File: src/rtl/mem_port_arbiter_if.sv
// mem_port_arbiter_if
//   Signal bundle between the arbiter, its two requesters (instruction
//   fetch and data load/store) and the single-ported memory.
//   slave  : arbiter view (takes requests and memory responses, drives
//            completions, memory strobes and stall)
//   master : environment view (requesters plus memory)
//   Fetch  : if_req, if_addr -> if_rdata, if_done
//   Data   : d_read, d_write, d_addr, d_wdata, d_web -> d_rdata, d_done
//   Memory : mem_cs, mem_we, mem_addr, mem_din <- mem_dout, mem_ready
//   Misc   : stall
interface mem_port_arbiter_if;
   logic        if_req;
   logic [31:0] if_addr;
   logic [31:0] if_rdata;
   logic        if_done;
   logic        d_read;
   logic        d_write;
   logic [31:0] d_addr;
   logic [31:0] d_wdata;
   logic [3:0]  d_web;
   logic [31:0] d_rdata;
   logic        d_done;
   logic        mem_cs;
   logic [3:0]  mem_we;
   logic [31:0] mem_addr;
   logic [31:0] mem_din;
   logic [31:0] mem_dout;
   logic        mem_ready;
   logic        stall;

   modport slave (
      input  if_req, if_addr, d_read, d_write, d_addr, d_wdata, d_web,
             mem_dout, mem_ready,
      output if_rdata, if_done, d_rdata, d_done,
             mem_cs, mem_we, mem_addr, mem_din, stall
   );

   modport master (
      output if_req, if_addr, d_read, d_write, d_addr, d_wdata, d_web,
             mem_dout, mem_ready,
      input  if_rdata, if_done, d_rdata, d_done,
             mem_cs, mem_we, mem_addr, mem_din, stall
   );
endinterface

File: src/rtl/mem_port_arbiter.sv
// mem_port_arbiter
//   Shares one variable-latency memory port between instruction fetch and
//   data load/store. Data normally wins; fetch is forced through after
//   MAX_WAIT consecutive lost arbitrations.
//   clk : rising-edge clock
//   rst : asynchronous active-high reset
//   bus : mem_port_arbiter_if.slave (requesters, memory port, stall)
module mem_port_arbiter #(
   parameter int MAX_WAIT = 4
) (
   input  logic               clk,
   input  logic               rst,
   mem_port_arbiter_if.slave  bus
);

   typedef enum logic [1:0] {IDLE, IF_BUSY, D_BUSY} state_t;

   state_t      state_reg, state_next;
   logic [2:0]  wait_cnt_reg, wait_cnt_next;
   logic        store_reg;
   logic [3:0]  mem_we_reg;
   logic        if_done_reg, d_done_reg;
   logic [31:0] if_rdata_reg, d_rdata_reg;

   logic d_req, if_pend, d_pend, force_if;
   logic grant_if, grant_d;
   logic finish_if, finish_d;

   assign d_req = bus.d_read | bus.d_write;

   // A requester still showing its done pulse has not yet dropped its
   // request, so it must not be granted a second time.
   assign if_pend  = bus.if_req & ~if_done_reg;
   assign d_pend   = d_req & ~d_done_reg;
   assign force_if = ({29'd0, wait_cnt_reg} >= 32'(MAX_WAIT));

   assign grant_if = (state_reg == IDLE) & if_pend & (~d_pend | force_if);
   assign grant_d  = (state_reg == IDLE) & d_pend & ~grant_if;

   assign finish_if = (state_reg == IF_BUSY) & bus.mem_ready;
   assign finish_d  = (state_reg == D_BUSY) & bus.mem_ready;

   // State register
   always_ff @(posedge clk or posedge rst) begin
      if (rst) begin
         state_reg <= IDLE;
      end else begin
         state_reg <= state_next;
      end
   end

   // Next-state logic
   always_comb begin
      state_next = state_reg;
      case (state_reg)
         IDLE: begin
            if (grant_if) begin
               state_next = IF_BUSY;
            end else if (grant_d) begin
               state_next = D_BUSY;
            end
         end
         IF_BUSY: if (bus.mem_ready) state_next = IDLE;
         D_BUSY:  if (bus.mem_ready) state_next = IDLE;
         default: state_next = IDLE;
      endcase
   end

   // Starvation counter: counts data grants that overtook a waiting fetch.
   always_comb begin
      wait_cnt_next = wait_cnt_reg;
      if (grant_if) begin
         wait_cnt_next = 3'd0;
      end else if (grant_d && bus.if_req && (wait_cnt_reg != 3'd7)) begin
         wait_cnt_next = wait_cnt_reg + 3'd1;
      end
   end

   // Datapath registers: access type latched at grant, completion capture.
   always_ff @(posedge clk or posedge rst) begin
      if (rst) begin
         wait_cnt_reg <= 3'd0;
         store_reg    <= 1'b0;
         mem_we_reg   <= 4'd0;
         if_done_reg  <= 1'b0;
         d_done_reg   <= 1'b0;
         if_rdata_reg <= 32'd0;
         d_rdata_reg  <= 32'd0;
      end else begin
         wait_cnt_reg <= wait_cnt_next;
         if (grant_d) begin
            // Both strobes high means store; byte enables frozen here so
            // later input changes cannot disturb the access in flight.
            store_reg  <= bus.d_write;
            mem_we_reg <= bus.d_write ? bus.d_web : 4'd0;
         end
         if_done_reg <= finish_if;
         d_done_reg  <= finish_d;
         if (finish_if) begin
            if_rdata_reg <= bus.mem_dout;
         end
         if (finish_d && !store_reg) begin
            d_rdata_reg <= bus.mem_dout;
         end
      end
   end

   // Output logic
   always_comb begin
      bus.mem_cs   = 1'b0;
      bus.mem_we   = 4'd0;
      bus.mem_addr = 32'd0;
      bus.mem_din  = 32'd0;
      case (state_reg)
         IF_BUSY: begin
            bus.mem_cs   = 1'b1;
            bus.mem_addr = bus.if_addr;
         end
         D_BUSY: begin
            bus.mem_cs   = 1'b1;
            bus.mem_addr = bus.d_addr;
            bus.mem_din  = bus.d_wdata;
            bus.mem_we   = mem_we_reg;
         end
         default: ;
      endcase
   end

   assign bus.if_done  = if_done_reg;
   assign bus.d_done   = d_done_reg;
   assign bus.if_rdata = if_rdata_reg;
   assign bus.d_rdata  = d_rdata_reg;
   assign bus.stall    = (bus.if_req & ~if_done_reg) | (d_req & ~d_done_reg);

endmodule

File: src/flat_wrapper.sv
// flat-port wrapper written by rule: the top's interface ports become plain ports
module mem_port_arbiter_flat 
#(
   parameter int MAX_WAIT = 4
)
  (clk, rst, bus_if_req, bus_if_addr, bus_d_read, bus_d_write, bus_d_addr, bus_d_wdata, bus_d_web, bus_mem_dout, bus_mem_ready, bus_if_rdata, bus_if_done, bus_d_rdata, bus_d_done, bus_mem_cs, bus_mem_we, bus_mem_addr, bus_mem_din, bus_stall);
  mem_port_arbiter_if bus_i ();
  input  logic clk;
  input  logic rst;
  input wire logic [$bits(bus_i.if_req)-1:0] bus_if_req;
  input wire logic [$bits(bus_i.if_addr)-1:0] bus_if_addr;
  input wire logic [$bits(bus_i.d_read)-1:0] bus_d_read;
  input wire logic [$bits(bus_i.d_write)-1:0] bus_d_write;
  input wire logic [$bits(bus_i.d_addr)-1:0] bus_d_addr;
  input wire logic [$bits(bus_i.d_wdata)-1:0] bus_d_wdata;
  input wire logic [$bits(bus_i.d_web)-1:0] bus_d_web;
  input wire logic [$bits(bus_i.mem_dout)-1:0] bus_mem_dout;
  input wire logic [$bits(bus_i.mem_ready)-1:0] bus_mem_ready;
  output wire logic [$bits(bus_i.if_rdata)-1:0] bus_if_rdata;
  output wire logic [$bits(bus_i.if_done)-1:0] bus_if_done;
  output wire logic [$bits(bus_i.d_rdata)-1:0] bus_d_rdata;
  output wire logic [$bits(bus_i.d_done)-1:0] bus_d_done;
  output wire logic [$bits(bus_i.mem_cs)-1:0] bus_mem_cs;
  output wire logic [$bits(bus_i.mem_we)-1:0] bus_mem_we;
  output wire logic [$bits(bus_i.mem_addr)-1:0] bus_mem_addr;
  output wire logic [$bits(bus_i.mem_din)-1:0] bus_mem_din;
  output wire logic [$bits(bus_i.stall)-1:0] bus_stall;
  assign bus_i.if_req = bus_if_req;
  assign bus_i.if_addr = bus_if_addr;
  assign bus_i.d_read = bus_d_read;
  assign bus_i.d_write = bus_d_write;
  assign bus_i.d_addr = bus_d_addr;
  assign bus_i.d_wdata = bus_d_wdata;
  assign bus_i.d_web = bus_d_web;
  assign bus_i.mem_dout = bus_mem_dout;
  assign bus_i.mem_ready = bus_mem_ready;
  assign bus_if_rdata = bus_i.if_rdata;
  assign bus_if_done = bus_i.if_done;
  assign bus_d_rdata = bus_i.d_rdata;
  assign bus_d_done = bus_i.d_done;
  assign bus_mem_cs = bus_i.mem_cs;
  assign bus_mem_we = bus_i.mem_we;
  assign bus_mem_addr = bus_i.mem_addr;
  assign bus_mem_din = bus_i.mem_din;
  assign bus_stall = bus_i.stall;
  mem_port_arbiter #(.MAX_WAIT(MAX_WAIT)) u_core (.clk(clk), .rst(rst), .bus(bus_i));
endmodule
File: config.mk
export PLATFORM = sky130hd
export DESIGN_NAME = mem_port_arbiter_flat
export DESIGN_NICKNAME = d
export VERILOG_FILES = /design/src/rtl/mem_port_arbiter_if.sv /design/src/rtl/mem_port_arbiter.sv /design/src/flat_wrapper.sv
export SDC_FILE = /design/constraint.sdc
export NUM_CORES = 1
export LEC_CHECK = 0
export CAP_MARGIN = 0
export CORE_ASPECT_RATIO = 0.6
export CORE_MARGIN = 8
export CORE_UTILIZATION = 38
export CTS_CLUSTER_DIAMETER = 30
export DETAILED_ROUTE_END_ITERATION = 16
export PLACE_DENSITY = 0.87
export SYNTH_ARGS = -nofsm -noshare
export SYNTH_HDL_FRONTEND = slang
export SYNTH_SLANG_ARGS = --single-unit
File: constraint.sdc
create_clock -name clk -period 3.2 [get_ports clk]
set_input_delay 0.32 -clock clk [delete_from_list [all_inputs] [get_ports clk]]
set_output_delay 0.32 -clock clk [all_outputs]
set_load 0.01 [all_outputs]
==> metrics.md <==
| Metric | Value |
|---|---|
| Vias in the first global route | 3,764 |
| Clock transition at path regs | 0.06 ns |
| Ys Warns | 0 |
| Die Span Y | 94.0 µm |
| I/O Buffers | 273 |
| Global-route wire length before repair | 22.2 mm |
| Yosys reg bits | 76 |
| Crit. End Element | output pin |
| CTS tree | yes |
| Clock Latency Late Sink | 0.33 ns |
| Die area | 0.0137 mm² |
| Met1 usage | 24.8% |
| P_leak | 2.94 nW |
| Crit path max fanout | 42 |
| Minimum clock period | 2.74 ns |
| Clock skew | 0.00498 ns |
| GR peak layer | met2 |
| GR Util met3 | 8.18% |
| Area growth, synth to finish | 81.8% |
| Data arrival, critical path | 2.42 ns |
| Sequential area share after synthesis | 49.4% |
| Synth cell types | 26 |
| Post-synth top flop | dfrtp_1 |
| DRC viols | 0 |
| Fin crit share | 85.8% |
| Worst Max-Slew Pin Slew | 0.820 ns |
| Final setup viols | 0 |
| CP Launch Type | register |
| Placer's final routability congestion estimate | 0.854 |
| Htree depth | 3 |
| EDFF count, synth | 0 |
| Top-count cell post-synth | dfrtp_1 |
| Starting Density | 39.0% |
| Worst hold path type | primary input to asynchronous set/reset pin |
| Critical path required time | 2.88 ns |
| Hpwl dp | 11.9 mm |
| DR pass1 iterations | 6 |
| Die W | 146 µm |
| Post-synth ARST share | 100% |
| I/O pin count | 274 |
| Cells after DPL | 705 |
| Max-slew violation count | 0 |
| Critical setup path kind | register to output pin |
| Met2 Use GR | 34.8% |
| Pwr Density | 927 mW/mm² |
| Largest area contributor in the netlist | dfrtp_1 |
| Initial antenna violation count | 0 |
| Setup TNS | 0 ns |
| Syn_area_per_cell | 12.3 µm² |
| Synth top area cells | dfrtp_1 49%, mux2_4 12%, mux2_2 10% |
| Rel. slew slack | 45.4% |
| Row count | 28 |
| Nets | 724 |
| Fin cells | 721 |
| Hold Fails Final Rpt | 0 |
| Yosys top cell area share | 49.4% |
| Synth top cells by count | 76 x dfrtp_1, 37 x and2_1, 35 x mux2_2, 33 x nor2b_1, 32 x a22oi_1 |
| Routed Antenna Nets | 0 |
| Drt total wl | 14.8 mm |
| Total clock sinks | 76 |
| Fmax | 364 MHz |
| DRT iter0 DRCs | 156 |
| VDD IR max | 0.592 mV |
| Run status | finished, final reports clean |
| CTS root buf | clkbuf_16 |
| Worst-case clock buffer depth | 2 |
| R2R setup slack | 0.80 ns |
| Max Cap Violations | 0 |
| Post-Synthesis Cells | 314 |
| CTS buffer count | 9 |
| Core area | 0.00988 mm² |
| Total grt overflow | 0 |
| Unrepaired setup endpoints after global routing | false |
| Resize count post-CTS | 0 |
| Routed len/inst | 20.5 µm |
| Syn nets | 457 |
| # diodes | 0 |
| Post-CTS Setup Repair Bufs | 0 |
| Hold Buf Count CTS | 0 |
| Layout cells sized above 1 | 15.5% |
| GRT Total Usage | 20.7% |
| Synthesized cell area | 0.00385 mm² |
| Largest net degree at the start of global routing | 47 |
| Via count | 3,395 |
| Via density | 4.71 |
path summary, 6_finish.rpt:
| path | to | from | depth (start not counted) |
|---|---|---|---|
| worst max-delay path | bus_mem_addr[31] | u_core.state_reg[0] | 6 |
| worst min-delay path | u_core.bus.d_rdata[24] | rst | 2 |
| worst max register to register | u_core.bus.d_rdata[26] | u_core.state_reg[0] | 7 |
| worst min register to register | u_core.bus.if_rdata[14] | u_core.bus.if_rdata[14] | 1 |
| max in group asynchronous | u_core.bus.if_rdata[8] | rst | 3 |
| min in group clk | u_core.bus.if_rdata[14] | u_core.bus.if_rdata[14] | 1 |
placed cells by master, fill, tap and decap left out, types with 2 or more instances in the layout:
cell type and count:
and2_1 37, buf_4 3, dfrtp_1 76, buf_12 2, ha_1 4, o21ai_0 2
mux2i_1 4, inv_1 11, mux2_4 30, clkbuf_16 9, nand2_1 7, a21oi_1 5
nand3b_1 3, clkdlybuf4s50_1 273, clkinvlp_4 3, or3_1 2, a22oi_1 32, clkinv_2 3
nor2b_1 33, mux2_2 35
cell families after synthesis:
| kind of cell | count (synthesis) | synth area share [%] |
|---|---|---|
| AOI/OAI and AO/OA | 45 | 8.47 |
| and+or+nand+nor | 85 | 13.5 |
| buffers and inverters | 34 | 4.06 |
| adders and majority gates | 5 | 1.62 |
| DFF | 76 | 49.4 |
| muxes | 69 | 23.0 |
metal layers:
layer	share of wire [%]	vias to the layer above
li1	-	1623
met1	39	1643
met2	52	113
met3	7.9	16
met4	1.4	0
met5	0	-
critical path, stage by stage (launching register included):
cell             delay (ns)
dfrtp_1                0.38
inv_1                  0.10
ha_2                   0.48
buf_12                 0.26
a22oi_1                0.17
nor2b_1                0.14
clkdlybuf4s50_1        0.56
stage by stage:
step	hold WS [ns]	util, %	total power, W	setup WS (ns)	area, µm²
finish	0.413	70.9	0.00649	0.456	7000
global route	0.479	70.9	0.00686	0.302	7000
CTS	0.419	70.9	0.00657	0.428	7000
detailed placement	0.490	67.9	0.00555	0.791	6710
global placement	0.478	67.9	0.00545	0.862	6710
floorplan	0.462	-	0.00351	0.942	3850
cell type report:
class,instances,area (µm²)
clock inverter,7,67.6
clock buffer,9,225
sequential,76,1900
multi-input combinational,204,1800
inverter,12,45.0
fill,738,2880
tap,135,169
timing repair buffer,278,2800
power by group:
part	switching [W]	internal, W	leakage (nW)	total (W)
Sequential	0.000263	0.00143	0.925	0.00170
Clock	0.000382	0.000599	0.137	0.000981
Combinational	0.00154	0.00228	1.87	0.00382
Total	0.00218	0.00431	2.94	0.00649
(Power assumes the default switching activity.)
